**config.mk**
```make
export PLATFORM = sky130hd
export DESIGN_NAME = fifo_wr_arbiter
export DESIGN_NICKNAME = d
export VERILOG_FILES = /design/src/rtl/fifo_arb_pkg.sv /design/src/rtl/fifo_wr_arbiter_rr_pick.sv /design/src/rtl/fifo_wr_arbiter.sv
export SDC_FILE = /design/constraint.sdc
export NUM_CORES = 1
export LEC_CHECK = 0
export ABC_AREA = 0
export BUFFER_PORTS_ARGS = -buffer_cell sky130_fd_sc_hd__buf_2
export CORE_MARGIN = 2
export CORE_UTILIZATION = 44
export CTS_BUF_LIST = sky130_fd_sc_hd__clkbuf_8
export DETAILED_ROUTE_END_ITERATION = 16
export PLACE_DENSITY = 0.78
export SYNTH_ARGS = -nofsm -noshare
export SYNTH_HDL_FRONTEND = slang
export SYNTH_SLANG_ARGS = --single-unit
```
**constraint.sdc**
```tcl
create_clock -name clk -period 2.65 [get_ports clk]
set_input_delay 0.265 -clock clk [delete_from_list [all_inputs] [get_ports clk]]
set_output_delay 0.265 -clock clk [all_outputs]
set_load 0.05 [all_outputs]
```
**src/rtl/fifo_arb_pkg.sv**
```systemverilog
// Shared types and default parameters for the FIFO write-port arbiter.
package fifo_arb_pkg;

  localparam int NUM_REQ_DEF   = 4;
  localparam int DATA_W_DEF    = 8;
  localparam int MAX_BURST_DEF = 4;

  typedef enum logic {
    IDLE  = 1'b0,
    BURST = 1'b1
  } arb_state_e;

endpackage

```
**src/rtl/fifo_wr_arbiter_rr_pick.sv**
```systemverilog
// Combinational round-robin selector: first requester at or after rr_ptr, wrapping.
module rr_pick
  import fifo_arb_pkg::*;
#(
  parameter int NUM_REQ = NUM_REQ_DEF,
  parameter int PTR_W   = (NUM_REQ > 1) ? $clog2(NUM_REQ) : 1
) (
  input  logic [NUM_REQ-1:0] req,
  input  logic [PTR_W-1:0]   rr_ptr,
  output logic [NUM_REQ-1:0] pick,
  output logic               valid
);

  always_comb begin
    int idx;
    idx   = 0;
    pick  = '0;
    valid = 1'b0;
    for (int k = 0; k < NUM_REQ; k++) begin
      idx = (int'(rr_ptr) + k) % NUM_REQ;
      if (!valid && req[idx[PTR_W-1:0]]) begin
        pick[idx[PTR_W-1:0]] = 1'b1;
        valid                = 1'b1;
      end
    end
  end

endmodule

```
**src/rtl/fifo_wr_arbiter.sv**
```systemverilog
// Round-robin burst arbiter sharing one sync FIFO write port among NUM_REQ producers.
// Optional FIFO_ARB_STATS_EN adds per-producer saturating accepted-word counters (beat_count).
//
// state | meaning
// IDLE  | no grant; waiting for any req
// BURST | one producer granted; up to MAX_BURST words accepted
module fifo_wr_arbiter
  import fifo_arb_pkg::*;
#(
  parameter int NUM_REQ   = NUM_REQ_DEF,
  parameter int DATA_W    = DATA_W_DEF,
  parameter int MAX_BURST = MAX_BURST_DEF
) (
  input  logic                      clk,
  input  logic                      rst,
  input  logic [NUM_REQ-1:0]        req,
  input  logic [NUM_REQ*DATA_W-1:0] wdata,
  output logic [NUM_REQ-1:0]        gnt,
  output logic [NUM_REQ-1:0]        ack,
  output logic                      fifo_wr_en,
  output logic [DATA_W-1:0]         fifo_data_in,
  input  logic                      fifo_full
`ifdef FIFO_ARB_STATS_EN
  ,
  output logic [NUM_REQ*16-1:0]     beat_count
`endif
);

  localparam int PTR_W = (NUM_REQ > 1) ? $clog2(NUM_REQ) : 1;
  localparam int CNT_W = $clog2(MAX_BURST + 1);

  arb_state_e         state, state_n;
  logic [NUM_REQ-1:0] gnt_n;
  logic [PTR_W-1:0]   rr_ptr, rr_ptr_n;
  logic [CNT_W-1:0]   beat_cnt, beat_cnt_n;

  logic [PTR_W-1:0]   gidx, nxt_ptr, pick_ptr;
  logic [NUM_REQ-1:0] pick;
  logic               pick_valid;
  logic               granted_req, accept, last_beat, release_burst;

  always_comb begin
    gidx = '0;
    for (int i = 0; i < NUM_REQ; i++)
      if (gnt[i]) gidx = PTR_W'(i);
  end

  assign nxt_ptr       = (gidx == PTR_W'(NUM_REQ - 1)) ? '0 : gidx + PTR_W'(1);
  assign granted_req   = |(gnt & req);
  assign accept        = (state == BURST) && granted_req && !fifo_full;
  assign last_beat     = accept && (beat_cnt == CNT_W'(MAX_BURST - 1));
  assign release_burst = (state == BURST) && (last_beat || !granted_req);

  // During a burst the selector already looks past the current owner, so a
  // release can hand over on the same edge without an idle cycle.
  assign pick_ptr = (state == BURST) ? nxt_ptr : rr_ptr;

  rr_pick #(
    .NUM_REQ (NUM_REQ),
    .PTR_W   (PTR_W)
  ) u_rr_pick (
    .req    (req),
    .rr_ptr (pick_ptr),
    .pick   (pick),
    .valid  (pick_valid)
  );

  assign fifo_wr_en = accept;
  assign ack        = accept ? gnt : '0;

  always_comb begin
    fifo_data_in = '0;
    for (int i = 0; i < NUM_REQ; i++)
      if (accept && gnt[i]) fifo_data_in = wdata[i*DATA_W +: DATA_W];
  end

  always_comb begin
    state_n    = state;
    gnt_n      = gnt;
    rr_ptr_n   = rr_ptr;
    beat_cnt_n = beat_cnt;
    case (state)
      IDLE: begin
        if (pick_valid) begin
          state_n    = BURST;
          gnt_n      = pick;
          beat_cnt_n = '0;
        end
      end
      BURST: begin
        if (release_burst) begin
          rr_ptr_n   = nxt_ptr;
          beat_cnt_n = '0;
          if (pick_valid) begin
            gnt_n = pick;
          end else begin
            gnt_n   = '0;
            state_n = IDLE;
          end
        end else if (accept) begin
          beat_cnt_n = beat_cnt + CNT_W'(1);
        end
      end
      default: begin
        state_n = IDLE;
        gnt_n   = '0;
      end
    endcase
  end

  always_ff @(posedge clk or posedge rst) begin
    if (rst) begin
      state    <= IDLE;
      gnt      <= '0;
      rr_ptr   <= '0;
      beat_cnt <= '0;
    end else begin
      state    <= state_n;
      gnt      <= gnt_n;
      rr_ptr   <= rr_ptr_n;
      beat_cnt <= beat_cnt_n;
    end
  end

`ifdef FIFO_ARB_STATS_EN
  logic [15:0] stat_q [NUM_REQ];

  for (genvar i = 0; i < NUM_REQ; i++) begin : g_stats
    always_ff @(posedge clk or posedge rst) begin
      if (rst)
        stat_q[i] <= '0;
      else if (ack[i] && stat_q[i] != 16'hFFFF)
        stat_q[i] <= stat_q[i] + 16'd1;
    end
    assign beat_count[i*16 +: 16] = stat_q[i];
  end
`endif

endmodule

```
* After elaboration in Yosys (flattened, before gate mapping)
Cells that the tools add are included.
** Cells by class
- Add/subtract/negate cells :: 5
- $mul :: 0
- Div/mod/pow operators :: 0
- Magnitude comparators :: 8
- Eq/ne operators :: 5
- Shift operators :: 0
- Multiplexer cells :: 45
- Bitwise operators :: 5
- Reduce and logical (&&, ||, !) cells :: 25
** Operators with widths (count)
- 4-bit two-way mux :: 8
- 8-bit two-way mux :: 4
- 1-bit logical AND :: 15
- 1-bit two-way mux :: 15
- 2-bit by 3-bit less-than comparator with 1-bit output, second input constant :: 4
- 4-bit bitwise OR :: 3
- 3-bit two-way mux :: 3
- 1-bit binary-select mux with 2-bit select :: 4
- 1-bit demux with 2-bit select :: 4
- 2-bit by 1-bit >= comparator with 1-bit output, second input constant :: 4
- 2-bit two-way mux :: 4
- 4-bit case mux with 2 select lines :: 1
- 3-bit case mux with 2 select lines :: 1
- 2-bit AND reduction :: 3
- 1-bit logical NOT :: 5
- 2-bit by 1-bit adder with 2-bit output, second input constant :: 2
- 2-bit adder, second input constant :: 2
- 4-bit AND :: 1
- 4-bit OR reduction :: 1
- 3-bit by 1-bit adder with 3-bit output, second input constant :: 1
- 3-bit by 2-bit equality test with 1-bit output, second input constant :: 1
- 3-bit by 1-bit != test with 1-bit output, second input constant :: 1
- 2-bit equality test, second input constant :: 1
- 2-bit by 1-bit != test with 1-bit output, second input constant :: 1
- 4 further kinds :: 4
** Storage, ports and cells
- Register bits :: 10
- Bits in latches :: 0
- RAM bits :: 0
- ROM bits :: 0
- Bits of input ports :: 39
- Output and inout port bits :: 17
- Logic and storage cells :: 97
- Memories kept :: 0

* Longest topological paths before layout
Gate-level depths: netlist of run 1.
- Depth in word-level cells :: 21
- Mapped depth :: 10
- Mapped depth without buffers :: 9

* Modules after synthesis
A second synthesis of run 1 with hierarchy kept.
** Second synthesis, totals
- Cells, all modules :: 152
- Area, all modules :: 1320.0 µm²
** Modules (own cells, without submodules)
- fifo_wr_arbiter :: instances 1, cells an instance 90, area an instance 825.8 µm², seq. area each 250.2 µm²
- rr_pick :: instances 1, cells an instance 62, area an instance 494.2 µm², seq. area each 0.0 µm²

* Worst setup path after synthesis of run 1
No wires, ideal clock.
- Path type :: register to output
- Start point :: register gnt[2]
- End point :: output port fifo_data_in[0]
- Arrival :: 2.631 ns
- Required time :: 2.385 ns
- Path slack :: -0.246 ns
- Cell stages (with the launch flop) :: 7
- Buffers on the path :: 2
- Cell sequence :: dfrtp_1 clkbuf_1 a221oi_1 or2b_1 nor2_1 clkbuf_1 and2_1
** On the way
- Longest elaborated chain between the ends :: 9
- Elaborated cells on any way between the ends :: 12
- Those cells by class :: mux: 4; bitwise: 1; reduce/logical: 7
** Ends and longest elaborated chain
- start, declared :: RTL line fifo_wr_arbiter.sv:18 : output logic [NUM_REQ-1:0] gnt,
- start signal, assigned :: RTL line fifo_wr_arbiter.sv:119 : gnt <= gnt_n;
- 4-bit AND (*) :: RTL line fifo_wr_arbiter.sv:49 : assign granted_req = |(gnt & req);
- 4-bit OR reduction (*) :: RTL line fifo_wr_arbiter.sv:49
- 1-bit logical AND (*) (2 in a row) :: RTL line fifo_wr_arbiter.sv:50 : assign accept = (state == BURST) && granted_req && !fifo_full;
- net fifo_wr_en :: RTL line fifo_wr_arbiter.sv:20 : output logic fifo_wr_en,
- 1-bit logical AND :: RTL line fifo_wr_arbiter.sv:74 : if (accept && gnt[i]) fifo_data_in = wdata[i*DATA_W +: DATA_W];
- 8-bit two-way mux (3 in a row) :: RTL line fifo_wr_arbiter.sv:74
- 8-bit two-way mux (*) :: RTL line fifo_wr_arbiter.sv:74
- end, declared :: RTL line fifo_wr_arbiter.sv:21 : output logic [DATA_W-1:0] fifo_data_in,
Mark *: on every way through the listed nets, which the timed path passes. The rest lies on a longest branch.

* Worst setup path after layout of run 1
- Start point :: register gnt[2]
- End point :: register gnt[3]
** On the way
- Longest elaborated chain between the ends :: 20
- Elaborated cells on any way between the ends :: 69
- Those cells by class :: add/sub: 4; order compare: 8; eq/ne: 3; mux: 32; bitwise: 4; reduce/logical: 18
** Ends and longest elaborated chain
- branches (longest 20 deep; another with 2-bit by 3-bit less-than comparator with 1-bit output)
Several ways; the timed one is not identified. The select of a mux whose other input is x is not followed.
A chain may end at the register's enable or synchronous reset.

==> results of run 1 <==
-- sequential cells by signal (all words and copies together), names as in the netlist --
name,flops
gnt,4
beat_cnt,3
rr_ptr,2
state,1
-- worst max-delay path: stages (launching register included) --
cell	delay (ps)
dfrtp_2	420
nor2b_2	170
o21a_1	190
inv_1	70
ha_1	320
nor2b_1	170
o2111ai_2	230
a31oi_4	160
o21a_2	250
a221o_1	350
-- area by class of cell --
class                   instances  area, µm²  share of cell area [%]
flip-flops and latches         10        254                    15.5
clock inverters                 1       3.75                   0.229
clock buffers                   3       41.3                    2.52
repair buffers                 63        335                    20.4
inverters                      12       45.0                    2.74
multi-input cells             125        923                    56.3
well taps                      31       38.8                    2.36
-- cells by family (layout without fill, tap and decap cells) --
family / count (synthesis) / after routing / synth area share (%)
AND/OR/NAND/NOR: 56 / 56 / 23.8
multiplexers: 5 / 5 / 8.43
AO/OA/AOI/OAI: 55 / 55 / 32.1
adder cells (fa/ha/maj): 9 / 9 / 9.03
flip-flops: 10 / 10 / 20.1
buffers and inverters: 20 / 79 / 6.62
-- cell usage after synthesis, types with 2 or more instances --
library cell  number  area share (%)
a221o_1            4             3.2
o211ai_1           4             2.4
nand4_1            6             3.0
a21oi_1           12             4.8
o21ai_0           10             4.0
and2_1            12             6.0
inv_1             12             3.6
a22oi_1            8             4.8
dfrtp_1           10              20
a22o_1             3             2.1
nand2_1           12             3.6
nand2b_2           2             1.4
nor2_1            11             3.3
o21a_1             3             1.8
a2111oi_1          4             3.2
mux4_2             3             5.4
clkbuf_1           7             2.1
ha_1               9             9.0
nor2b_1            8             4.0
-- repair_timing --
action,in CTS,in global routing
buffers inserted,0,0
hold endpoints to repair,0,0
hold buffers,0,0
setup endpoints to repair,0,7
gates resized for setup,0,1
-- layer usage --
| metal | GRT usage (%) | routed length [µm] | vias up |
|---|---|---|---|
| met5 | 0 | 0 | - |
| met4 | 6.31 | 49 | 0 |
| met3 | 3.17 | 208 | 5 |
| met2 | 38.8 | 1630 | 50 |
| met1 | 28.7 | 1500 | 623 |
| li1 | - | - | 693 |
-- report_power, final --
part / switching (mW) / total, mW / internal, mW
clock: 0.0616 / 0.163 / 0.102
sequential: 0.0570 / 0.280 / 0.223
combinational: 1.11 / 1.84 / 0.725
-- stage by stage --
stage	setup slack, ps	hold slack (ps)	instance area, µm²	util [%]	total power [mW]
floorplan	5.75	105	1260	-	1.69
global placement	229	255	1590	58.3	2.07
detailed placement	111	265	1590	58.3	2.11
CTS	101	13.1	1640	60.0	2.28
global route	21.8	27.7	1640	60.0	2.50
finish	194	-3.57	1640	60.0	2.28
-- final timing paths --
check | end | from | cells after the start | slack (ps)
max | gnt[3] | gnt[2] | 9 | 190
min | rr_ptr[0] | rst | 2 | -4
max reg2reg | gnt[3] | gnt[2] | 9 | 190
min reg2reg | rr_ptr[0] | gnt[3] | 1 | 510
max in group asynchronous | gnt[3] | rst | 2 | 2350
min in group clk | beat_cnt[1] | fifo_full | 3 | 440
==> results.toml, run 1 <==
[timing]
finalClockSkew_ps = 1.76
fin_setup_tns_ps = 0
whs_ps = -3.57
slew-limit-headroom_pct = 63.3
grt_setup_unrepaired = "no"
finalHoldViolCount = 10
drv_slew = 0
fmax_mhz = 407
fin_crit_sh_pct = 92.7
finalWorstPathRequiredPeriod_ps = 2460
setup_violations = 0
tightest_slew_ps = 550

[finish]
antenna_cells = 0
nNetsFinal = 263
mostFrequentLayoutCell = "buf_2"
nFillCells = 249
area_growth_pct = 31.6
instances_no_fill = 245
drive_gt1_share_pct = 36.9
final_cell_mix = "buf_2 (55), inv_1 (13), nand2_1 (12), a21oi_1 (12), and2_1 (12)"

[drt]
drc_errors = 0
drtIter0Drc = 70
drt_pass1_iterations = 4
ant_nets = 0
wirelength_mm = 3.39
num_vias = 1371
vias_per_cell = 5.60
wl_per_cell_um = 13.8

[cts]
ctsRootBufferMaster = "clkbuf_8"
clockBufferDepth = 2
cts_tree = "built"
path_clk_slew_ps = 50
h-tree-depth = 1
clk_latency_ps = 240
cts_sinks = 10
cts_made_buffers = 3

[outcome]
violations = "negative hold slack"
status = "finished, violations left"

[logic_synthesis]
synth-edff-count = 0
syn_nets = 203
synth_ff_type = "dfrtp_1"
synth.avg_cell_area_um2 = 8.05
netlist_area_um2 = 1250
yosysSeqAreaShare_pct = 20.1
ys_ff_latch = 10
synth_cell_type_count = 34
netlist_instances = 155
synth-async-reset-ratio_pct = 100
yosysWarnings = 0

[grt]
grt.total_usage_pct = 22.2
grt_pass1_wl_mm = 5.82
grt_pass1_vias = 1281
antenna_found_initial = 0
overflow = 0
grt_max_degree = 20

[min_path]
hold_path_class = "input port to async pin"

[place]
gp_congestion = 0.841
port_buffers = 55
placed_cells = 241
place_hpwl_mm = 2.70

[die]
row_count = 19
initial_core_util_pct = 45.6
die_h_um = 57.2
die_w_um = 57.2
core_area_um2 = 2730
io-pin-count = 56
dieArea_um2 = 3280

[worst_setup_path]
required_ps = 2770
start_kind = "register"
cp_max_fo = 7
endpoint_kind = "register"
worst-setup-path-type = "register to register"
arrival_ps = 2570

[run]
drv_cap = 0

[power]
p_leak_nw = 0.825
ir_drop_v = 0.00103
power.density_nw_per_um2 = 1390
(Power assumes the default switching activity.)
==> inputs of run 2 (changes only) <==
Settings changed: PLACE_DENSITY 0.78 to default, PLACE_DENSITY_LB_ADDON from default to 0.25.
Clock period 2.65 ns to 2.8 ns, I/O delays scaled along.
==> results.toml, run 2 (synthesis gave the netlist of run 1 again) <==
[outcome]
status = "completed"

[worst_setup_path]
path_cells = "o21bai_1 -> o21a_1 -> ha_1 -> nor2b_1 -> o2111ai_1 -> a31oi_4 -> o21a_2 -> a221o_1"
arrival_ps = 2750
critPathTopFamily = "compound AO/OA/AOI/OAI gates"
required_ps = 2910
worst-path-stages = 8
worst-setup-path-type = "register to register"
reg2reg_slack_ps = 160
start_kind = "register"
slowest_delay_ps = 430
timing.rr.start = "gnt[3]"
endpoint_kind = "register"
timing.rr.end = "gnt[2]"
crit_buf_inv = 0
crit_slowest_cell = "dfrtp_1"
cp_max_fo = 7
reg2reg_depth = 8

[grt]
grt_max_degree = 20
grt_pass1_vias = 1366
antenna_found_initial = 0
grt.total_usage_pct = 22.8
grt_pass1_wl_mm = 5.86
overflow = 0

[die]
initial_core_util_pct = 45.6
die_h_um = 57.2
row_count = 19
core_area_um2 = 2730
die_w_um = 57.2
io-pin-count = 56
dieArea_um2 = 3280

[cts]
cts_made_buffers = 3
path_clk_slew_ps = 50
cts_resized = 0
h-tree-depth = 1
post-cts-setup-buffer-count = 0
postCtsHoldBufs = 0
clockBufferDepth = 2
cts_tree = "built"
cts_sinks = 10
ctsRootBufferMaster = "clkbuf_8"
clk_latency_ps = 230

[place]
place_hpwl_mm = 2.88
dpl_cell_area_um2 = 1560
port_buffers = 55
pre_cts_slack_ps = 193
gp_congestion = 0.914

[power]
ir_drop_v = 0.000746
power.density_nw_per_um2 = 1340
p_leak_nw = 0.813

[timing]
tightest_slew_ps = 681
slew-limit-headroom_pct = 54.1
drv_slew = 0
setup_violations = 0
whs_ps = 17.0
finalWorstPathRequiredPeriod_ps = 2640
fin_crit_sh_pct = 94.1
finalHoldViolCount = 0
grt_setup_unrepaired = "no"
fin_setup_tns_ps = 0
finalWorstSetupSlack_ps = 165
finalClockSkew_ps = 1.87
fmax_mhz = 379

[drt]
drt_pass1_iterations = 4
wl_per_cell_um = 14.8
vias_per_cell = 5.80
wirelength_mm = 3.58
num_vias = 1403
ant_nets = 0
drtIter0Drc = 84
drc_errors = 0

[finish]
top_regs = "gnt x4, beat_cnt x3, rr_ptr x2"
drive_gt1_share_pct = 34.6
largest_reg_flops = 4
antenna_cells = 0
design_area_um2 = 1620
largest_register = "gnt"
mostFrequentLayoutCell = "buf_2"
nFillCells = 248
nNetsFinal = 260
area_growth_pct = 29.7
final_cell_mix = "buf_2 (55), inv_1 (12), nand2_1 (12), a21oi_1 (12), and2_1 (12)"

[min_path]
hold_path_class = "input port to async pin"

[run]
drv_cap = 0
run 2: worst max-delay path by stage:
stage	start	to	slack, ps
4_1_cts	gnt[3]	gnt[1]	180
3_5_place_dp	gnt[3]	gnt[1]	190
6_report	gnt[3]	gnt[2]	160
2_1_floorplan	gnt[3]	gnt[1]	30
3_3_place_gp	gnt[3]	gnt[0]	310
5_1_grt	gnt[2]	gnt[3]	50
run 2: layout make-up:
| type | count | area (µm²) | share of cell area (%) |
|---|---|---|---|
| Multi-Input combinational cell | 125 | 915 | 56.5 |
| Timing Repair Buffer | 60 | 313 | 19.3 |
| Sequential cell | 10 | 251 | 15.5 |
| Clock buffer | 4 | 55.1 | 3.40 |
| Inverter | 12 | 45.0 | 2.78 |
| Tap cell | 31 | 38.8 | 2.40 |
run 2: where the power goes:
group          total (mW)  switching [mW]  internal, mW
registers           0.268          0.0597         0.209
clock network       0.178          0.0549         0.123
logic                1.72            1.06         0.654
total                2.17            1.18         0.986
run 2: layer usage:
layer	global-route usage (%)	vias to the layer above	wire length, µm
met2	43.3	61	1870
li1	-	687	-
met5	0	-	0
met3	1.59	2	237
met1	25.9	653	1450
met4	9.97	0	22
run 2: metrics by stage:
stage | power [mW] | instances | utilization, %
2_1_floorplan | 1.59 | 155 | -
3_3_place_gp | 1.89 | 238 | 57.2
3_5_place_dp | 1.96 | 238 | 57.2
4_1_cts | 2.15 | 242 | 59.2
5_1_grt | 2.33 | 242 | 59.2
6_report | 2.17 | 242 | 59.2
